--- config.mk ---
export PLATFORM = sky130hd
export DESIGN_NAME = mem_arbiter
export DESIGN_NICKNAME = d
export VERILOG_FILES = /design/src/rtl/mem_arbiter.sv
export SDC_FILE = /design/constraint.sdc
export NUM_CORES = 1
export LEC_CHECK = 0
export BUFFER_PORTS_ARGS = -buffer_cell sky130_fd_sc_hd__buf_2
export CORE_MARGIN = 5
export CORE_UTILIZATION = 34
export DETAILED_ROUTE_END_ITERATION = 10
export PLACE_DENSITY_LB_ADDON = 0.25
export SYNTH_ARGS = -nofsm -noshare
export SYNTH_HDL_FRONTEND = slang
export SYNTH_SLANG_ARGS = --single-unit
--- constraint.sdc ---
create_clock -name clk -period 2.4 [get_ports clk]
set_clock_uncertainty 0.15 [all_clocks]
set_input_delay 0.36 -clock clk [delete_from_list [all_inputs] [get_ports clk]]
set_output_delay 0.36 -clock clk [all_outputs]
set_load 0.03 [all_outputs]
--- src/rtl/mem_arbiter.sv ---
// Two-port arbiter that shares one memory controller between the CPU (port 0)
// and the debug/loader (port 1). It latches the winning request and holds it steady until done.
module mem_arbiter #(
  parameter int unsigned PRIO_FIXED = 0
) (
  input  logic        clk,
  input  logic        rst_n,
  input  logic        req0,
  input  logic        write0,
  input  logic        datafetch0,
  input  logic [2:0]  nbytes0,
  input  logic [31:0] addr0,
  input  logic [31:0] wdata0,
  output logic        done0,
  output logic [31:0] rdata0,
  input  logic        req1,
  input  logic        write1,
  input  logic        datafetch1,
  input  logic [2:0]  nbytes1,
  input  logic [31:0] addr1,
  input  logic [31:0] wdata1,
  output logic        done1,
  output logic [31:0] rdata1,
  output logic        mem_start,
  output logic        mem_write,
  output logic        mem_datafetch,
  output logic [2:0]  mem_nbytes,
  output logic [31:0] mem_addr,
  output logic [31:0] mem_wdata,
  input  logic        mem_done,
  input  logic [31:0] mem_rdata,
  output logic [1:0]  grant,
  output logic        busy
);

  localparam int unsigned DW  = 32;
  localparam int unsigned NBW = 3;

  typedef enum logic [1:0] {
    S_IDLE = 2'd0,
    S_BUSY = 2'd1,
    S_DONE = 2'd2
  } state_e;

  state_e          state_q, state_d;
  logic            start_q, start_d;
  logic            write_q, write_d;
  logic            df_q, df_d;
  logic [NBW-1:0]  nb_q, nb_d;
  logic [DW-1:0]   addr_q, addr_d;
  logic [DW-1:0]   wdata_q, wdata_d;
  logic [1:0]      grant_q, grant_d;
  logic [1:0]      done_q, done_d;
  logic [DW-1:0]   rdata0_q, rdata0_d;
  logic [DW-1:0]   rdata1_q, rdata1_d;
  logic            last_q, last_d;
  logic            busy_q, busy_d;

  logic            any_req_c;
  logic            own_req_c;
  logic            pick1_c;

  assign any_req_c = req0 | req1;
  assign own_req_c = grant_q[1] ? req1 : req0;

  // Winner selection: fixed priority to port 0, or the port not served last.
  always_comb begin
    pick1_c = 1'b0;
    if (req0 && req1) begin
      pick1_c = (PRIO_FIXED != 32'd0) ? 1'b0 : ~last_q;
    end else begin
      pick1_c = req1;
    end
  end

  // State and output registers.
  always_ff @(posedge clk) begin
    if (!rst_n) begin
      state_q  <= S_IDLE;
      start_q  <= 1'b0;
      write_q  <= 1'b0;
      df_q     <= 1'b0;
      nb_q     <= '0;
      addr_q   <= '0;
      wdata_q  <= '0;
      grant_q  <= 2'b00;
      done_q   <= 2'b00;
      rdata0_q <= '0;
      rdata1_q <= '0;
      last_q   <= 1'b1;
      busy_q   <= 1'b0;
    end else begin
      state_q  <= state_d;
      start_q  <= start_d;
      write_q  <= write_d;
      df_q     <= df_d;
      nb_q     <= nb_d;
      addr_q   <= addr_d;
      wdata_q  <= wdata_d;
      grant_q  <= grant_d;
      done_q   <= done_d;
      rdata0_q <= rdata0_d;
      rdata1_q <= rdata1_d;
      last_q   <= last_d;
      busy_q   <= busy_d;
    end
  end

  // Next-state logic.
  always_comb begin
    state_d = state_q;
    unique case (state_q)
      S_IDLE:  if (any_req_c) state_d = S_BUSY;
      S_BUSY:  if (mem_done) state_d = S_DONE;
      S_DONE:  if (!own_req_c && !mem_done) state_d = S_IDLE;
      default: state_d = S_IDLE;
    endcase
  end

  // Output/datapath next values; the owner's done is held until it releases req.
  always_comb begin
    start_d  = start_q;
    write_d  = write_q;
    df_d     = df_q;
    nb_d     = nb_q;
    addr_d   = addr_q;
    wdata_d  = wdata_q;
    grant_d  = grant_q;
    done_d   = done_q;
    rdata0_d = rdata0_q;
    rdata1_d = rdata1_q;
    last_d   = last_q;
    unique case (state_q)
      S_IDLE: begin
        if (any_req_c) begin
          start_d = 1'b1;
          grant_d = pick1_c ? 2'b10 : 2'b01;
          write_d = pick1_c ? write1 : write0;
          df_d    = pick1_c ? datafetch1 : datafetch0;
          nb_d    = pick1_c ? nbytes1 : nbytes0;
          addr_d  = pick1_c ? addr1 : addr0;
          wdata_d = pick1_c ? wdata1 : wdata0;
        end
      end
      S_BUSY: begin
        if (mem_done) begin
          start_d = 1'b0;
          done_d  = grant_q;
          if (!write_q) begin
            if (grant_q[1]) rdata1_d = mem_rdata;
            else            rdata0_d = mem_rdata;
          end
        end
      end
      S_DONE: begin
        if (!own_req_c && !mem_done) begin
          done_d  = 2'b00;
          grant_d = 2'b00;
          last_d  = grant_q[1];
        end
      end
      default: ;
    endcase
    busy_d = (state_d != S_IDLE);
  end

  assign mem_start     = start_q;
  assign mem_write     = write_q;
  assign mem_datafetch = df_q;
  assign mem_nbytes    = nb_q;
  assign mem_addr      = addr_q;
  assign mem_wdata     = wdata_q;
  assign grant         = grant_q;
  assign busy          = busy_q;
  assign done0         = done_q[0];
  assign done1         = done_q[1];
  assign rdata0        = rdata0_q;
  assign rdata1        = rdata1_q;

endmodule

==> results of run 1 <==
-- state kept, by name (all words and copies together), names as in the netlist --
name,count
rdata0,32
last_q,1
grant,2
mem_addr,32
mem_write,1
done_q,2
mem_nbytes,3
busy,1
mem_datafetch,1
rdata1,32
mem_start,1
mem_wdata,32
state_q,2
-- worst min-delay path, stage by stage --
cell	delay (ps)
buf_2	100
nand2_1	60
mux2i_1	60
-- path summary, 6_finish.rpt --
| kind | from | cells past startpoint | to | slack (ps) |
|---|---|---|---|---|
| worst max-delay path | state_q[0]$_SDFF_PN0_ | 4 | rdata1[14]$_SDFFE_PN0P_ | 360 |
| worst min-delay path | mem_rdata[30] | 3 | rdata1[30]$_SDFFE_PN0P_ | 60 |
| worst max register to register | state_q[0]$_SDFF_PN0_ | 4 | rdata1[14]$_SDFFE_PN0P_ | 360 |
| worst min register to register | rdata0[12]$_SDFFE_PN0P_ | 2 | rdata0[12]$_SDFFE_PN0P_ | 300 |
-- metrics by stage --
step	util, %	hold WS, ps	std cells
detailed placement	44.9	294	1173
CTS	48.3	36.7	1204
global placement	44.9	288	1173
finish	48.4	60.6	1206
global route	48.4	57.7	1205
floorplan	-	360	693
-- layout make-up --
| type | instances | area share [%] |
|---|---|---|
| Timing Repair Buffer | 335 | 21.7 |
| Sequential cell | 142 | 34.0 |
| Clock buffer | 19 | 5.41 |
| Multi-Input combinational cell | 470 | 33.8 |
| Tap cell | 225 | 3.36 |
| Antenna cell | 2 | 0.0598 |
| Clock inverter | 12 | 1.63 |
| Inverter | 1 | 0.0449 |
-- cells in the mapped netlist --
cell type    n
o22ai_1      1
o21ai_1     11
buf_4        1
dfxtp_1    142
nand3b_4     1
a211oi_2     1
nand4_1     69
a41o_1       3
nor2_1       6
nor2b_1      1
nand3_1     70
or3b_1       2
a21oi_1      2
clkbuf_1    68
o21ai_0     60
a31oi_1     70
inv_1        1
and3_1       1
o21ba_2      1
mux2i_1     65
nor3_2       1
nand2b_1     2
o2bb2ai_1    1
buf_2        7
nand2_1     99
buf_6        3
or2_1        1
mux2_2       1
and2_1       1
buf_1        1
-- cells by family after synthesis --
family                 after synthesis  share of synthesized area (%)
AND/OR/NAND/NOR                    254                           21.1
AO/OA/AOI/OAI                      150                           14.6
flip-flops                         142                           47.6
buffers and inverters               81                           5.67
multiplexers                        66                           11.1
-- power by group through the flow --
stage | sequential (uW) | clock, uW | combinational [uW]
floorplan | 2910 | 0 | 456
global placement | 2630 | 0 | 1220
detailed placement | 2630 | 0 | 1220
CTS | 2590 | 2690 | 1220
global route | 2600 | 2790 | 1310
finish | 2590 | 2640 | 1210
-- layer usage --
metal	global-route usage, %	share of wire [%]	vias up
met2	33.0	46	268
met3	6.85	9.8	36
li1	-	-	3094
met5	0	0.092	-
met4	7.70	2.3	2
met1	25.6	42	2941
==> results.md, run 1 <==
- Status: complete, no violations
- Clock sink count: 142
- Area contributors post-synth: dfxtp_1 (48%), mux2i_1 (11%), a31oi_1 (7.3%)
- Max-slew violation count: 0
- Congestion Overflow GR: 0
- CP max stage cell: dfxtp_1
- Crit path required time: 2530 ps
- CTS tree: yes
- Resized Gates After CTS: 0
- DR WL/cell: 17.9 um
- CTS root buffer: clkbuf_16
- RSZ-0062 raised after global routing: false
- Leak: 0.00392 uW
- Final setup margin: 363 ps
- Via count of the first global-routing pass: 6268
- Synth Warn #: 0
- Post-CTS setup buffer count: 0
- Number of max-cap violations: 0
- CTS HTree Levels: 4
- Worst setup EP type: flip-flop
- Clock Path Buffers: 2
- CP max FO: 32
- Int Power: 4500 uW
- First-pass GRT wire length: 33300 um
- FF/Latch Area: 2840 um^2
- Nets: 1142
- Number of endpoints failing setup at the final stage: 0
- CP max stage delay: 550 ps
- Initial core utilization: 34.5%
- DR DRC count: 0
- Crit path buf inv count: 1
- Netlist cell types: 30
- Multi-input gate area: 2830 um^2
- Net switching power: 1940 uW
- I/O pins: 314
- Final period util: 84.9%
- Initial antenna violation count: 2
- Setup TNS: 0 ps
- Final hold violations: 0
- Die H: 143 um
- Tot GR Track Use: 20.5%
- Synth Net Count: 868
- # fillers: 1697
- Flop pwr share: 40.2%
- Commonest non-fill, non-tap cell in the layout: buf_2
- Top Family by Delay on Critical Path: simple AND/OR/NAND/NOR gates
- CTS Buf Count: 17
- Syn Std Cell Area: 5980 um^2
- Worst slew pin tran: 560 ps
- Worst-path clk slew: 70 ps
- Post-Synthesis Cells: 693
- Vias: 6341
- Syn Area/Cell: 8.62 um^2
- Comb power frac: 18.9%
- Seq cells post-synth: 142
- Routed WL: 21600 um
- Layout cells sized above 1: 38.5%
- # hold bufs at CTS: 0
- Buffers on Ports: 313
- Area grow syn2layout: 40.0%
- First-pass detailed-route iteration total: 6
- Nature of the critical path startpoint: flip-flop
- Hold Crit Class: in -> reg
- Crit path time final: 2040 ps
- Worst vdd rail ir drop: 0.000457 V
- Initial drt markers: 299
- Vias per inst: 5.26
- Sequential element share of the synthesized area: 47.6%
- Core area: 17300 um^2
- PD cells: 769 nW/um^2
- Die Span X: 143 um
- DRT antenna net count: 0
- Data arrival, critical path: 2160 ps
- Sw Ratio: 30.1%
- Area post-placement: 7770 um^2
- Max Fclk: 0.491 GHz
- Post-synth top area cell: dfxtp_1
- Dpl ws: 390 ps
- Critical Path, Cell by Cell: nand3b_4 > or3b_2 > buf_4 > mux2i_1
- GPL Wtd Cong: 0.808
- Clk_lat worst skew: 420 ps
- Clock power frac: 41.0%
- Commonest non-fill, non-tap cells in the layout: buf_2 (313), dfxtp_1 (142), nand2_1 (99), nand3_1 (70), a31oi_1 (70)
- Yosys top cell area share: 47.6%
- WS Path Type: reg -> reg
- Rel. slew slack: 62.7%
- Design area: 8370 um^2
- Die area: 20300 um^2
- # rows: 48
- Pwr Total: 6440 uW
- Largest net degree at the start of global routing: 104
- Final HPWL DP: 15100 um
No activity file was read; power rests on OpenSTA's default activity.
==> run 2: changes to the inputs <==
- clock period: 2.4 -> 1.8 ns (I/O delays scaled with it)
==> results.md, run 2 (synthesis gave the netlist of run 1 again) <==
- Status: complete, no violations
- Rel. slew slack: 72.3% (+9.7 points)
- Post-CTS setup buffer count: 0 (unchanged)
- # fillers: 1479 (-13%)
- DRT met1 WL: 9660 um (+7.0%)
- Initial antenna violation count: 2 (unchanged)
- RSZ-0062 raised after global routing: true
- Die Span X: 143 um (unchanged)
- Finished Core Util: 58.3% (+9.9 points)
- GPL Wtd Cong: 0.824 (+2.0%)
- Via count of the first global-routing pass: 7255 (+16%)
- CTS HTree Levels: 4 (unchanged)
- Top Metal Used: met5
- DR WL/cell: 17.8 um (-0.92%)
- Largest net degree at the start of global routing: 97 (-6.7%)
- Top Family by Delay on Critical Path: compound AO/OA/AOI/OAI gates
- Core area: 17300 um^2 (unchanged)
- DRT antenna net count: 0 (unchanged)
- Worst slew pin tran: 411 ps (-149 ps)
- Data arrival, critical path: 1920 ps (-240 ps)
- Vias per inst: 5.32 (+1.2%)
- Crit path time final: 1740 ps (-293 ps)
- DR DRC count: 0 (unchanged)
- Routed WL: 24300 um (+12%)
- # rows: 48 (unchanged)
- WS Path Type: reg -> reg
- I/O pins: 314 (unchanged)
- CTS tree: yes
- Initial drt markers: 430 (+44%)
- First-pass GRT wire length: 37400 um (+12%)
- Crit path buf inv count: 2 (+1)
- Clock Path Buffers: 2 (unchanged)
- First-pass detailed-route iteration total: 5 (-1)
- Worst vdd rail ir drop: 0.000700 V (+53%)
- Nature of the critical path startpoint: flip-flop
- PD cells: 915 nW/um^2 (+19%)
- Number of endpoints failing setup at the final stage: 0 (unchanged)
- CP max stage cell: dfxtp_1
- Crit path required time: 1970 ps (-560 ps)
- Die H: 143 um (unchanged)
- CTS Buf Count: 17 (unchanged)
- Max Fclk: 0.574 GHz (+17%)
- Nets: 1302 (+14%)
- Clk_lat worst skew: 420 ps (about the same)
- FF/Latch Area: 2850 um^2 (about the same)
- Worst-path clk slew: 70 ps (about the same)
- Initial core utilization: 34.5% (unchanged)
- WL met2: 11500 um (+15%)
- Final period util: 96.9% (+12 points)
- Max-slew violation count: 0 (unchanged)
- Layout cells sized above 1: 33.3% (-5.2 points)
- Commonest non-fill, non-tap cells in the layout: buf_2 (313), dlygate4sd3_1 (156), dfxtp_1 (140), nand2_1 (99)
- Setup TNS: 0 ps (unchanged)
- Number of max-cap violations: 0 (unchanged)
- Met3 wire length: 2420 um (+14%)
- Buffers on Ports: 313 (unchanged)
- Vias: 7266 (+15%)
- CTS root buffer: clkbuf_16
- Tot GR Track Use: 22.6% (+2.0 points)
- Multi-input gate area: 2830 um^2 (unchanged)
- Die area: 20300 um^2 (unchanged)
- Critical Path, Cell by Cell: buf_4 > a211oi_4 > clkbuf_16 > nand3_1 > a31oi_1
- CP max stage delay: 350 ps (-200 ps)
- Final HPWL DP: 14600 um (-3.5%)
- Worst setup EP type: flip-flop
- Leak: 0.00464 uW (+18%)
- Congestion Overflow GR: 0 (unchanged)
- Commonest non-fill, non-tap cell in the layout: buf_2
- Final hold violations: 0 (unchanged)
- CP max FO: 35 (+9.4%)
- Area grow syn2layout: 68.7%
- Clock sink count: 142 (unchanged)
- Hold Crit Class: in -> reg
-- run 2: final cells by class --
class / instances / share of cell area (%)
Antenna cell: 3 / 0.0745
Clock buffer: 19 / 4.29
Clock inverter: 10 / 1.87
Inverter: 1 / 0.0372
Multi-Input combinational cell: 470 / 28.0
Sequential cell: 142 / 28.2
Tap cell: 225 / 2.79
Timing Repair Buffer: 495 / 34.7
-- run 2: worst reg2reg max path, cell delays in order, from the launching register on --
cell	delay, ps
dfxtp_1	350
buf_4	170
a211oi_4	320
clkbuf_16	310
nand3_1	150
a31oi_1	210
-- run 2: power breakdown --
group	internal, uW	switching (uW)
sequential	3340	99.7
combinational	803	1170
clock	2450	1360
total	6590	2630
-- run 2: final timing paths --
path                                         startpoint                          to  slack, ps  cells after the start
worst max-delay path              state_q[0]$_SDFF_PN0_   mem_addr[11]$_SDFFE_PN0P_         60                      5
worst min-delay path                         wdata0[31]  mem_wdata[31]$_SDFFE_PN0P_         20                      3
worst max register to register    state_q[0]$_SDFF_PN0_   mem_addr[11]$_SDFFE_PN0P_         60                      5
worst min register to register  rdata0[24]$_SDFFE_PN0P_     rdata0[24]$_SDFFE_PN0P_        300                      2
-- run 2: repair_timing --
action                                 in CTS  in global routing
setup endpoints to repair                   0                  4
endpoints found under the hold margin     131                  0
gates resized for setup                     0                  3
hold buffers                              156                  0
-- run 2: stage by stage --
stage	power, uW	hold WS, ps	setup WS (ps)	cells	instance area, um^2
final	9220	19.4	56.7	1365	10100
after floorplan	4490	282	8.32	693	5980
after global placement	5170	289	101	1176	7870
after CTS	9240	0.852	53.8	1361	10100
after detailed placement	5170	295	91.2	1176	7870
after global routing	9580	16.7	-13.5	1362	10100
-- run 2: routing by layer --
layer | track usage [%] | up-vias
li1 | - | 3406
met1 | 27.5 | 3364
met2 | 37.0 | 425
met3 | 6.92 | 67
met4 | 9.50 | 4
met5 | 0 | -
==> run 3: changes to the inputs <==
- clock period: 1.8 -> 1.5 ns (I/O delays scaled with it)
==> results.md, run 3 (synthesis gave the netlist of run 1 again) <==
- Critical Path, Cell by Cell: nand3b_4 > or3b_4 > clkbuf_16 > mux2i_1
- Die Span X: 143 um (unchanged)
- DR DRC count: 0 (unchanged)
- CTS tree: yes
- Initial core utilization: 34.5% (unchanged)
- Setup TNS: -3530 ps (-3530 ps)
- Design area: 10800 um^2 (+7.5%)
- Clock Path Buffers: 2 (unchanged)
- First-pass GRT wire length: 39600 um (+6.0%)
- Congestion Overflow GR: 0 (unchanged)
- Worst R2R Setup Slack: -100 ps (-160 ps)
- Buffers on Ports: 313 (unchanged)
- Final HPWL DP: 15700 um (+8.0%)
- Nets: 1355 (+4.1%)
- Final hold violations: 0 (unchanged)
- Crit path required time: 1690 ps (-280 ps)
- Crit path time final: 1600 ps (-141 ps)
- Comb power frac: 25.6% (+4.2 points)
- Die area: 20300 um^2 (unchanged)
- Post-Layout Cell Count: 1421 (+4.1%)
- Final period util: 107% (+9.9 points)
- CP max stage delay: 480 ps (+130 ps)
- Largest net degree at the start of global routing: 67 (-31%)
- Placed cells: 1193 (+1.4%)
- RSZ-0062 raised after global routing: true
- DRT antenna net count: 0 (unchanged)
- I/O pins: 314 (unchanged)
- Vias: 7638 (+5.1%)
- Initial drt markers: 400 (-7.0%)
- Sw Ratio: 30.5% (+2.0 points)
- DR WL/cell: 19.0 um (+6.9%)
- Worst vdd rail ir drop: 0.000757 V (+8.2%)
- WL met2: 12900 um (+13%)
- Flop pwr share: 37.5% (+0.2 points)
- Worst slew pin tran: 416 ps (+4.88 ps)
- CP max stage cell: or3b_4
- Final setup margin: -102 ps (-159 ps)
- Die H: 143 um (unchanged)
- Number of endpoints failing setup at the final stage: 99 (+99)
- Number of max-cap violations: 0 (unchanged)
- CTS HTree Levels: 4 (unchanged)
- Worst-path clk slew: 60 ps (about the same)
- Initial antenna violation count: 0 (-2)
- Clk_lat worst skew: 410 ps (about the same)
- Routed WL: 27000 um (+11%)
- Vias per inst: 5.38 (+0.98%)
- CP max FO: 8 (-77%)
- Pwr Total: 11000 uW (+20%)
- CTS Buf Count: 17 (unchanged)
- Net switching power: 3370 uW (+28%)
- DRT met1 WL: 10600 um (+9.8%)
- Rel. slew slack: 72.3% (about the same)
- CTS root buffer: clkbuf_16
- Top Metal Used: met4
- Clock power frac: 36.9% (-4.4 points)
- Status: finished with violations
- Met3 wire length: 2490 um (+3.0%)
- GPL Wtd Cong: 0.802 (-2.7%)
- PD cells: 1020 nW/um^2 (+11%)
- Violated checks: setup timing
- Via count of the first global-routing pass: 7416 (+2.2%)
- Int Power: 7670 uW (+16%)
- Commonest non-fill, non-tap cells in the layout: buf_2 (311), dlygate4sd3_1 (169), dfxtp_1 (139), nand2_1 (99), a31oi_1 (70)
- Layout cells sized above 1: 36.1% (+2.8 points)
- Commonest non-fill, non-tap cell in the layout: buf_2
- WS Path Type: reg -> reg
- Clock sink count: 142 (unchanged)
- Data arrival, critical path: 1790 ps (-130 ps)
- First-pass detailed-route iteration total: 5 (unchanged)
- Leak: 0.00501 uW (+7.9%)
- Worst setup EP type: flip-flop
- Max Fclk: 0.624 GHz (+8.8%)
- Finished Core Util: 62.6% (+4.4 points)
- Area post-placement: 8000 um^2 (+1.6%)
- Hold Crit Class: in -> reg
- Tot GR Track Use: 24.3% (+1.7 points)
- # rows: 48 (unchanged)
- Max-slew violation count: 0 (unchanged)
- Nature of the critical path startpoint: flip-flop
- Area grow syn2layout: 81.3%
- Core area: 17300 um^2 (unchanged)
## run 3: cell count changes in the layout (fill, tap and decap cells not counted), moves of 3 or more
cell and change:
buf_6 +12, buf_16 +4, buf_4 +12, o21ai_0 -32
o21ai_1 +30, clkbuf_16 +6, dlygate4sd3_1 +13, bufinv_16 -4
buf_8 +3, buf_12 +5
## run 3: repair_timing
item / in CTS / in global routing
pin swaps: 38 / 9
hold endpoints to repair: 133 / 0
hold buffers: 169 / 0
gates cloned: 5 / 9
endpoints found under the setup margin: 139 / 141
setup buffers: 9 / 2
resized for setup: 18 / 59
## run 3: layer usage
layer	vias to the layer above	GRT usage (%)
met5	-	0
met4	0	10.7
met3	75	6.75
met2	469	40.0
met1	3569	29.7
li1	3525	-
## run 3: critical path: cells and delay by family, from the launching register on
family	cells	cell delay, ps
and+or+nand+nor	2	650
DFF	1	340
buffers and inverters	1	210
muxes	1	170
## run 3: per-stage QoR
step / worst slack, ps / hold slack, ps
6_report: -102 / 20.4
4_1_cts: -64.1 / 8.68
3_3_place_gp: -115 / 290
2_1_floorplan: -175 / 237
5_1_grt: -129 / 3.29
3_5_place_dp: -134 / 297
## run 3: worst paths after layout
kind                          startpoint                        end  depth (start not counted)
setup / recovery   state_q[1]$_SDFF_PN0_    rdata1[21]$_SDFFE_PN0P_                          4
hold / removal                 wdata0[4]  mem_wdata[4]$_SDFFE_PN0P_                          3
setup reg to reg   state_q[1]$_SDFF_PN0_    rdata1[21]$_SDFFE_PN0P_                          4
hold reg to reg   rdata0[7]$_SDFFE_PN0P_     rdata0[7]$_SDFFE_PN0P_                          2
## run 3: layout make-up
class,instances,area [um^2]
diodes,3,7.51
clock buffers,20,457
clock inverters,12,111
fillers,1397,6460
inverters,1,3.75
multi-input cells,470,2880
flip-flops and latches,142,2850
well taps,225,282
repair buffers,548,4250
## run 3: power by group through the flow
stage	Sequential, uW	Clock, uW	Combinational (uW)
global route	4160	4330	2990
floorplan	4660	0	733
global placement	4210	0	2060
CTS	4130	4160	2600
detailed placement	4200	0	2070
finish	4140	4070	2830
